==> src/rtl/alu_arbiter.sv <==
// alu_arbiter: round-robin sharing of one combinational ALU between N_REQ
// valid/ready requesters; each accepted op yields one registered, id-tagged
// result.
// Ports:
//   clk, reset      clock; synchronous active-high reset
//   req_valid/ready per-requester handshake (ready is one-hot or zero)
//   req_op/lhs/rhs  packed per-requester operation, slice i = requester i
//   rsp_valid/ready result handshake
//   rsp_id, rsp_res owning requester index and registered ALU result
//   stall_cnt       saturating count of cycles with requests but no free slot
// ALU opcodes (op field is ALU_OP_END+1 bits wide):
//   0 PASS(lhs) 1 ADD 2 SUB 3 AND 4 OR 5 XOR 6 SLL 7 SRL 8 SRA 9 SLT 10 SLTU,
//   anything else returns 0.

// Combinational ALU shared by all requesters.
module alu_core #(
  parameter int unsigned OP_W = 4
) (
  input  logic [OP_W-1:0] op,
  input  logic [31:0]     lhs,
  input  logic [31:0]     rhs,
  output logic [31:0]     res
);
  localparam logic [OP_W-1:0] OP_PASS = OP_W'(0);
  localparam logic [OP_W-1:0] OP_ADD  = OP_W'(1);
  localparam logic [OP_W-1:0] OP_SUB  = OP_W'(2);
  localparam logic [OP_W-1:0] OP_AND  = OP_W'(3);
  localparam logic [OP_W-1:0] OP_OR   = OP_W'(4);
  localparam logic [OP_W-1:0] OP_XOR  = OP_W'(5);
  localparam logic [OP_W-1:0] OP_SLL  = OP_W'(6);
  localparam logic [OP_W-1:0] OP_SRL  = OP_W'(7);
  localparam logic [OP_W-1:0] OP_SRA  = OP_W'(8);
  localparam logic [OP_W-1:0] OP_SLT  = OP_W'(9);
  localparam logic [OP_W-1:0] OP_SLTU = OP_W'(10);

  always_comb begin
    res = '0;
    case (op)
      OP_PASS: res = lhs;
      OP_ADD:  res = lhs + rhs;
      OP_SUB:  res = lhs - rhs;
      OP_AND:  res = lhs & rhs;
      OP_OR:   res = lhs | rhs;
      OP_XOR:  res = lhs ^ rhs;
      OP_SLL:  res = lhs << rhs[4:0];
      OP_SRL:  res = lhs >> rhs[4:0];
      OP_SRA:  res = 32'($signed(lhs) >>> rhs[4:0]);
      OP_SLT:  res = {31'b0, ($signed(lhs) < $signed(rhs))};
      OP_SLTU: res = {31'b0, (lhs < rhs)};
      default: res = '0;
    endcase
  end
endmodule

module alu_arbiter #(
  parameter int unsigned N_REQ      = 2,
  parameter int unsigned ID_W       = 1,
  parameter int unsigned STALL_W    = 16,
  parameter int unsigned ALU_OP_END = 3
) (
  input  logic                            clk,
  input  logic                            reset,
  input  logic [N_REQ-1:0]                req_valid,
  output logic [N_REQ-1:0]                req_ready,
  input  logic [N_REQ*(ALU_OP_END+1)-1:0] req_op,
  input  logic [N_REQ*32-1:0]             req_lhs,
  input  logic [N_REQ*32-1:0]             req_rhs,
  output logic                            rsp_valid,
  input  logic                            rsp_ready,
  output logic [ID_W-1:0]                 rsp_id,
  output logic [31:0]                     rsp_res,
  output logic [STALL_W-1:0]              stall_cnt
);
  localparam int unsigned      OP_W    = ALU_OP_END + 1;
  localparam logic [OP_W-1:0]  OP_PASS = OP_W'(0);

  logic [ID_W-1:0] ptr;
  logic [ID_W-1:0] gnt_id;
  logic [ID_W-1:0] idx;
  logic            gnt_any;
  logic            slot_free;
  logic [OP_W-1:0] alu_op;
  logic [31:0]     alu_lhs;
  logic [31:0]     alu_rhs;
  logic [31:0]     alu_res;

  assign slot_free = !rsp_valid || rsp_ready;

  // Round-robin scan starting at ptr; first valid requester wins.
  always_comb begin
    gnt_any = 1'b0;
    gnt_id  = '0;
    idx     = '0;
    if (slot_free && !reset) begin
      for (int unsigned i = 0; i < N_REQ; i++) begin
        idx = ID_W'((32'(ptr) + i) % N_REQ);
        if (!gnt_any && req_valid[idx]) begin
          gnt_any = 1'b1;
          gnt_id  = idx;
        end
      end
    end
  end

  assign req_ready = gnt_any ? (N_REQ'(1) << gnt_id) : '0;

  // Idle ALU sees a quiet passthrough of zero to avoid toggling.
  always_comb begin
    alu_op  = OP_PASS;
    alu_lhs = '0;
    alu_rhs = '0;
    if (gnt_any) begin
      alu_op  = req_op[gnt_id*OP_W +: OP_W];
      alu_lhs = req_lhs[gnt_id*32 +: 32];
      alu_rhs = req_rhs[gnt_id*32 +: 32];
    end
  end

  alu_core #(.OP_W(OP_W)) u_alu (
    .op  (alu_op),
    .lhs (alu_lhs),
    .rhs (alu_rhs),
    .res (alu_res)
  );

  // Result register, pointer and stall counter.
  always_ff @(posedge clk) begin
    if (reset) begin
      rsp_valid <= 1'b0;
      rsp_id    <= '0;
      rsp_res   <= '0;
      ptr       <= '0;
      stall_cnt <= '0;
    end else begin
      if (gnt_any) begin
        rsp_valid <= 1'b1;
        rsp_id    <= gnt_id;
        rsp_res   <= alu_res;
        ptr       <= ID_W'((32'(gnt_id) + 32'd1) % N_REQ);
      end else if (rsp_ready) begin
        rsp_valid <= 1'b0;
      end
      if (|req_valid && !slot_free && stall_cnt != {STALL_W{1'b1}})
        stall_cnt <= stall_cnt + STALL_W'(1);
    end
  end
endmodule
==> config.mk <==
export PLATFORM = sky130hd
export DESIGN_NAME = alu_arbiter
export DESIGN_NICKNAME = d
export VERILOG_FILES = /design/src/rtl/alu_arbiter.sv
export SDC_FILE = /design/constraint.sdc
export NUM_CORES = 1
export LEC_CHECK = 0
export ABC_CLOCK_PERIOD_IN_PS = 7500
export BUFFER_PORTS_ARGS = -buffer_cell sky130_fd_sc_hd__buf_2
export CORE_UTILIZATION = 45
export DETAILED_ROUTE_END_ITERATION = 10
export MAX_ROUTING_LAYER = met4
export PLACE_DENSITY = 0.72
export SLEW_MARGIN = 20
export SYNTH_ARGS = -nofsm -noshare
export SYNTH_HDL_FRONTEND = slang
export SYNTH_HIERARCHICAL = 1
export SYNTH_SLANG_ARGS = --single-unit
export TNS_END_PERCENT = 10
==> constraint.sdc <==
create_clock -name clk -period 7.5 [get_ports clk]
set_input_delay 0.75 -clock clk [delete_from_list [all_inputs] [get_ports clk]]
set_output_delay 0.75 -clock clk [all_outputs]
set_load 0.005 [all_outputs]
==> impl_metrics.env, run 1 <==
export IMPL_grt_pass1_vias=12571
export IMPL_cts_buffer_depth=2
export IMPL_worstPathArrival_ns=6.00
export IMPL_drc_errors=0
export IMPL_ir_worst_vdd_uv=101
export IMPL_ys_seq_area_frac=0.0866
export IMPL_async_reset_ff_frac=0
export IMPL_cts_tree="yes"
export IMPL_dp_cells=2045
export IMPL_end_kind="flop"
export IMPL_ys_warn_count=6
export IMPL_yosysTopAreaCell="ha_1"
export IMPL_cts_setup_buffers=0
export IMPL_fin_crit_ns=5.80
export IMPL_grt_busiest_layer="met2"
export IMPL_finalCritPeriodShare=0.774
export IMPL_slew_viol_final=0
export IMPL_syn_inst=1629
export IMPL_antenna_found_initial=1
export IMPL_synth_area_leaders="ha_1 11%, dfxtp_1 8.7%, mux4_2 7.1%, a21oi_1 5.6%, nand2_1 5.6%"
export IMPL_grt_use_total=0.384
export IMPL_numPortBuffers=192
export IMPL_num_io_pins=193
export IMPL_finalHoldViolations=0
export IMPL_rows=58
export IMPL_die_y_um=164
export IMPL_synth_edff_count=0
export IMPL_grt_max_degree=65
export IMPL_viasPerCell=6.81
export IMPL_dieArea_sq_um=26900
export IMPL_finalSetupTns_ns=0
export IMPL_cts_sinks=51
export IMPL_fin_cells=2053
export IMPL_finalPower_uw=1730
export IMPL_overflow=0
export IMPL_rrSetupSlack_ns=1.97
export IMPL_slew_headroom=0.364
export IMPL_finalSetupViolations=0
export IMPL_vias=13972
export IMPL_cts_made_buffers=5
export IMPL_hold_path_class="flop to flop"
export IMPL_ys_ff_latch=51
export IMPL_cts_hold_buf=0
export IMPL_ant_nets=0
export IMPL_cap_violations=0
export IMPL_place_congestion=1.06
export IMPL_powerDensity_nw_per_um2=133
export IMPL_routed_wl_um=51100
export IMPL_status="finished, final reports clean"
export IMPL_start_util=0.463
export IMPL_avgSynthCellArea_sq_um=7.24
export IMPL_cts_root_buf="clkbuf_16"
export IMPL_clock_skew_ns=0.00828
export IMPL_path_clk_slew_ns=0.08
export IMPL_area_growth_pct=10.2
export IMPL_chipWidth_um=164
export IMPL_rsz0062_at_grt="false"
export IMPL_leakagePower_uw=0.00545
export IMPL_cp_max_fo=64
export IMPL_final_net_count=1966
export IMPL_drt_iter0_markers=1680
export IMPL_synth_nets=1873
export IMPL_worstMarginPinSlew_ns=0.951
export IMPL_critPathKind="input pin to flop"
export IMPL_fmax_ghz=0.172
export IMPL_grt_pass1_wl_um=76900
export IMPL_synth_flop_cell="dfxtp_1"
export IMPL_fillers=2567
export IMPL_synth_cell_area_sq_um=11800
export IMPL_routedWlPerCell_um=24.9
export IMPL_worstSkewPairLatency_ns=0.29
export IMPL_worstSetupStartpointType="input pin"
export IMPL_drt_pre_antenna_iters=8
export IMPL_use_met2=0.605
export IMPL_cp_required_ns=7.69
export IMPL_core_sq_um=25500
export IMPL_yosysUniqueCellTypes=102
export IMPL_grt_use_met3=0.0528
export IMPL_cts_htree_levels=2
export IMPL_cts_resized=0
export IMPL_synth_top_cell_area_share=0.107
export IMPL_use_met1=0.487
export IMPL_drive_gt1_frac=0.201
export IMPL_hpwl_um=39000
[report_power, final]
part           leakage [uW]  switching (uW)  total, uW  internal [uW]
registers          0.000418            16.5        317            301
clock network     0.0000759             104        259            156
logic               0.00496             739       1150            416
[flip-flops by register name, summed over array words and instances (netlist names)]
register and flops:
rsp_id 1, rsp_res 32, rsp_valid 1, stall_cnt 16, ptr 1
[worst max-delay path, cell delays in order]
cell	delay [ns]
buf_2	0.26
or3_1	0.42
buf_4	0.29
nor2_4	0.46
a22o_4	0.42
buf_4	0.74
mux2i_1	0.31
nor2_1	0.06
mux2i_1	0.74
o32ai_1	0.20
or4_4	0.56
a211oi_1	0.24
o21ai_1	0.14
mux2i_1	0.16
o21ai_1	0.07
nand2_1	0.07
nand2_1	0.04
[cells in the mapped netlist (5+ instances only)]
cell / count
a21o_1: 9
a21oi_1: 133
nor3_1: 22
a31oi_1: 15
a211oi_1: 25
or2_2: 6
o31ai_1: 14
a221oi_1: 15
buf_6: 5
nor2_1: 121
nand2_1: 177
o21ai_0: 107
a211o_1: 6
nor2b_1: 12
dfxtp_1: 51
a22o_1: 69
o221ai_1: 17
o2111ai_1: 19
a22oi_1: 25
mux4_2: 37
or3_1: 12
o31a_1: 8
buf_4: 7
buf_1: 12
or4_1: 11
o21a_1: 6
buf_2: 44
ha_1: 101
nand4_1: 13
clkbuf_1: 71
o21ai_1: 6
nor4_1: 9
a221o_1: 11
o21bai_1: 13
nand3_1: 63
o211a_1: 6
nand2b_1: 22
and3_1: 7
inv_1: 103
o22ai_1: 19
mux2_2: 27
o211ai_1: 29
mux2i_1: 53
[path summary, 6_finish.rpt]
check	cells after the start	endpoint	from
setup / recovery	17	rsp_res[29]	reset
hold / removal	2	rsp_res[12]	rsp_res[12]
setup reg to reg	17	rsp_res[29]	rsp_valid
hold reg to reg	2	rsp_res[12]	rsp_res[12]
[cells in the final DEF, fill, tap and decap left out, drive strengths merged, types with 9 or more instances in the layout]
cell     count
nand2      177
o21bai      13
a22oi       25
o2111ai     20
nand2b      23
a221o       11
a31oi       16
or3         12
dfxtp       51
nand4       13
a21oi      135
a22o        69
o221ai      17
o22ai       19
a221oi      17
buf        226
o21ai      114
ha         101
mux4        40
a211oi      27
nor2b       12
mux2i       54
nor4         9
o31ai       15
inv        103
or4         13
o31a         9
nand3       63
mux2        27
nor2       122
a21o        10
o211ai      29
nor3        23
[logic make-up (layout without fill, tap and decap cells)]
| family | Yosys count | in the layout | synth area share |
|---|---|---|---|
| AO/OA/AOI/OAI | 597 | 597 | 0.355 |
| XOR/XNOR | 5 | 5 | 0.00371 |
| adder cells (fa/ha/maj) | 103 | 103 | 0.111 |
| buffers and inverters | 244 | 337 | 0.0887 |
| flip-flops | 51 | 51 | 0.0866 |
| multiplexers | 121 | 121 | 0.149 |
| other | 0 | 1 | 0 |
| AND/OR/NAND/NOR | 508 | 508 | 0.206 |
[routing by layer]
metal / vias up / part of all wire
met5: - / 0
met4: 0 / 0.054
met3: 161 / 0.089
met2: 837 / 0.45
met1: 6637 / 0.41
li1: 6337 / -
[final cells by class]
cell class,count,area (sq um),area share
clock inverter,2,37.5,0.00289
sequential,51,1020,0.0786
tap,330,413,0.0318
inverter,104,390,0.0300
multi-input combinational,1334,9780,0.752
antenna,1,2.50,0.000193
clock buffer,5,125,0.00963
timing repair buffer,226,1230,0.0946
[through the flow]
step	hold WS, ns	setup slack [ns]	utilization	instance area (sq um)
detailed placement	0.442	1.53	0.503	12800
CTS	0.453	1.83	0.510	13000
floorplan	0.450	2.03	-	11800
global route	0.473	1.38	0.510	13000
global placement	0.441	1.60	0.503	12800
finish	0.449	1.70	0.510	13000
No activity file was read; power rests on OpenSTA's default activity.
==> run 2: changes to the inputs <==
--- a/config.mk
+++ b/config.mk
@@ -5,12 +5,13 @@
 export SDC_FILE = /design/constraint.sdc
 export NUM_CORES = 1
 export LEC_CHECK = 0
-export ABC_CLOCK_PERIOD_IN_PS = 7500
+export ABC_AREA = 1
+export ABC_CLOCK_PERIOD_IN_PS = 6000
 export BUFFER_PORTS_ARGS = -buffer_cell sky130_fd_sc_hd__buf_2
 export CORE_UTILIZATION = 45
 export DETAILED_ROUTE_END_ITERATION = 10
 export MAX_ROUTING_LAYER = met4
-export PLACE_DENSITY = 0.72
+export PLACE_DENSITY = 0.71
 export SLEW_MARGIN = 20
 export SYNTH_ARGS = -nofsm -noshare
 export SYNTH_HDL_FRONTEND = slang
==> constraint.sdc (replaced) <==
create_clock -name clk -period 6 [get_ports clk]
set_input_delay 0.6 -clock clk [delete_from_list [all_inputs] [get_ports clk]]
set_output_delay 0.6 -clock clk [all_outputs]
set_load 0.005 [all_outputs]
==> run 2 against run 1 <==
Effect of this change:
- global-route usage rose by 5.8 points
- power increased by 27%
- synthesized cell count rose by 53%
- utilization down 0.67 points
- critical path type unchanged
- non-clock buffer count decreased by 17
- final cell count increased by 45%
==> impl_metrics.env, run 2 <==
export IMPL_status="finished, final reports clean"
export IMPL_worst_path_max_delay_cell="inv_1"
export IMPL_grt_max_degree=69
export IMPL_avgSynthCellArea_sq_um=5.20
export IMPL_routedWlPerCell_um=21.6
export IMPL_cts_buffer_depth=2
export IMPL_cts_htree_levels=2
export IMPL_yosysUniqueCellTypes=47
export IMPL_cp_required_ns=6.19
export IMPL_synth_cell_area_sq_um=13000
export IMPL_ys_seq_area_frac=0.0786
export IMPL_powerDensity_nw_per_um2=155
export IMPL_drt_pre_antenna_iters=9
export IMPL_regMostFlops="rsp_res"
export IMPL_dieArea_sq_um=29600
export IMPL_syn_inst=2498
export IMPL_core_sq_um=28100
export IMPL_cts_sinks=51
export IMPL_worstMarginPinSlew_ns=1.14
export IMPL_worstSetupStartpointType="input pin"
export IMPL_viasPerCell=5.96
export IMPL_finalSetupTns_ns=0
export IMPL_finalHoldViolations=0
export IMPL_path_cells="buf_2 > inv_1 > o21ai_1 > nand2_1 > inv_2 > a22o_1 > buf_4 > inv_1 > nand2_1 > nand2_1 > nand2_1 > nand2_1 > nand2_1 > nand2_1 > nand2_1 > nand3_1 > a21oi_1 > nand3_1 > nand2_1 > o21ai_0"
export IMPL_slowest_delay_ns=0.62
export IMPL_min_to="ptr"
export IMPL_place_congestion=1.14
export IMPL_grt_use_total=0.442
export IMPL_rows=61
export IMPL_r2r_cells=18
export IMPL_chipWidth_um=172
export IMPL_rsz0062_at_grt="false"
export IMPL_numPortBuffers=192
export IMPL_ys_ff_latch=51
export IMPL_worst_path_most_repeated_cell="nand2_1"
export IMPL_leakagePower_uw=0.00755
export IMPL_synth_area_leaders="nand2_1 24%, nand3_1 15%, ha_1 9.7%, inv_1 9.0%, dfxtp_1 7.9%"
export IMPL_ys_warn_count=6
export IMPL_start_util=0.463
export IMPL_routed_wl_um=64400
export IMPL_yosysTopAreaCell="nand2_1"
export IMPL_multi_input_area_sq_um=10200
export IMPL_drc_errors=0
export IMPL_hold_path_startpoint="ptr"
export IMPL_hold_path_cell_count=2
export IMPL_ir_worst_vdd_uv=102
export IMPL_worstSkewPairLatency_ns=0.33
export IMPL_ant_nets=0
export IMPL_fillers=3180
export IMPL_vias=17788
export IMPL_antenna_found_initial=2
export IMPL_fin_crit_ns=4.69
export IMPL_layout_common_cells="825 x nand2_1, 397 x nand3_1, 311 x inv_1"
export IMPL_cp_max_fo=37
export IMPL_synth_nets=2742
export IMPL_cts_made_buffers=5
export IMPL_hold_path_class="flop to flop"
export IMPL_clock_skew_ns=0.0137
export IMPL_final_net_count=2847
export IMPL_seqCellArea_sq_um=1020
export IMPL_synthTopCellsByCount="825 x nand2_1, 397 x nand3_1, 311 x inv_1"
export IMPL_num_io_pins=193
export IMPL_area_growth_pct=8.80
export IMPL_largest_reg_flops=32
export IMPL_die_y_um=172
export IMPL_cap_violations=0
export IMPL_final_common_cell="nand2_1"
export IMPL_largestRegisters="rsp_res (32), stall_cnt (16)"
export IMPL_path_clk_slew_ns=0.09
export IMPL_dp_cells=2974
export IMPL_cts_tree="yes"
export IMPL_fmax_ghz=0.213
export IMPL_cts_setup_buffers=0
export IMPL_cts_root_buf="clkbuf_16"
export IMPL_grt_pass1_wl_um=94200
export IMPL_cts_hold_buf=0
export IMPL_synth_edff_count=0
export IMPL_cts_resized=0
export IMPL_finalCritPeriodShare=0.782
export IMPL_synth_top_cell_area_share=0.238
export IMPL_overflow=0
export IMPL_drive_gt1_frac=0.100
export IMPL_fin_cells=2983
export IMPL_synth_most_common_cell="nand2_1"
export IMPL_rrSetupSlack_ns=1.43
export IMPL_async_reset_ff_frac=0
export IMPL_slew_viol_final=0
export IMPL_drt_iter0_markers=2589
export IMPL_critPathKind="input pin to flop"
export IMPL_worstPathArrival_ns=4.88
export IMPL_end_kind="flop"
export IMPL_synth_flop_cell="dfxtp_1"
export IMPL_finalSetupViolations=0
export IMPL_rr_endpoint="rsp_res[25]"
export IMPL_grt_pass1_vias=15630
export IMPL_slew_headroom=0.238
export IMPL_r2r_start="ptr"
export IMPL_hpwl_um=52100
## run 2: critical path, delay by kind of cell
family	cells	cell delay, ns
buf+inv	5	1.70
simple gates	11	1.49
compound gates	4	1.03
## run 2: power by group
part / leakage [uW] / switching [uW] / internal [uW]
sequential: 0.000416 / 23.9 / 367
combinational: 0.00705 / 1050 / 418
clock: 0.0000759 / 176 / 161
## run 2: metrics by stage
stage / area, sq um / power (uW) / setup slack [ns] / hold WS [ns] / utilization
floorplan: 13000 / 1330 / 2.51 / 0.444 / -
global placement: 14000 / 1790 / 1.22 / 0.467 / 0.498
detailed placement: 14000 / 1800 / 1.09 / 0.470 / 0.498
CTS: 14100 / 2150 / 1.45 / 0.467 / 0.503
global route: 14100 / 2330 / 1.11 / 0.472 / 0.503
finish: 14100 / 2200 / 1.31 / 0.478 / 0.503
## run 2: worst max-delay path by stage
stage	start	endpoint	slack, ns	cells after the start
after floorplan	rsp_ready	rsp_res[25]	2.51	25
after global placement	req_valid[0]	rsp_res[25]	1.22	20
after detailed placement	req_valid[0]	rsp_res[25]	1.09	20
after CTS	req_valid[0]	rsp_res[25]	1.45	20
after global routing	req_valid[0]	rsp_res[25]	1.11	18
final	req_valid[0]	rsp_res[25]	1.31	20
## run 2: layout make-up
cell class                 count  area share
multi-input combinational   2014       0.720
inverter                     322      0.0856
timing repair buffer         209      0.0779
sequential                    51      0.0722
tap                          378      0.0334
clock buffer                   5     0.00885
clock inverter                 3     0.00204
antenna                        1    0.000177
## run 2: per-layer routing
| layer | vias to the layer above | share of wire | track usage |
|---|---|---|---|
| li1 | 8395 | - | - |
| met3 | 166 | 0.12 | 0.0938 |
| met1 | 7992 | 0.41 | 0.567 |
| met4 | 0 | 0.052 | 0.220 |
| met5 | - | 0 | - |
| met2 | 1235 | 0.42 | 0.652 |
## run 2: cells by family (layout without fill, tap and decap cells)
kind of cell,after synthesis,count (layout),synth area share
other,0,1,0
multiplexers,1,1,0.000770
buffers and inverters,433,539,0.139
AND/OR/NAND/NOR,1556,1556,0.512
AO/OA/AOI/OAI,352,352,0.168
flip-flops,51,51,0.0786
XOR/XNOR,2,2,0.00135
adder cells (fa/ha/maj),103,103,0.100
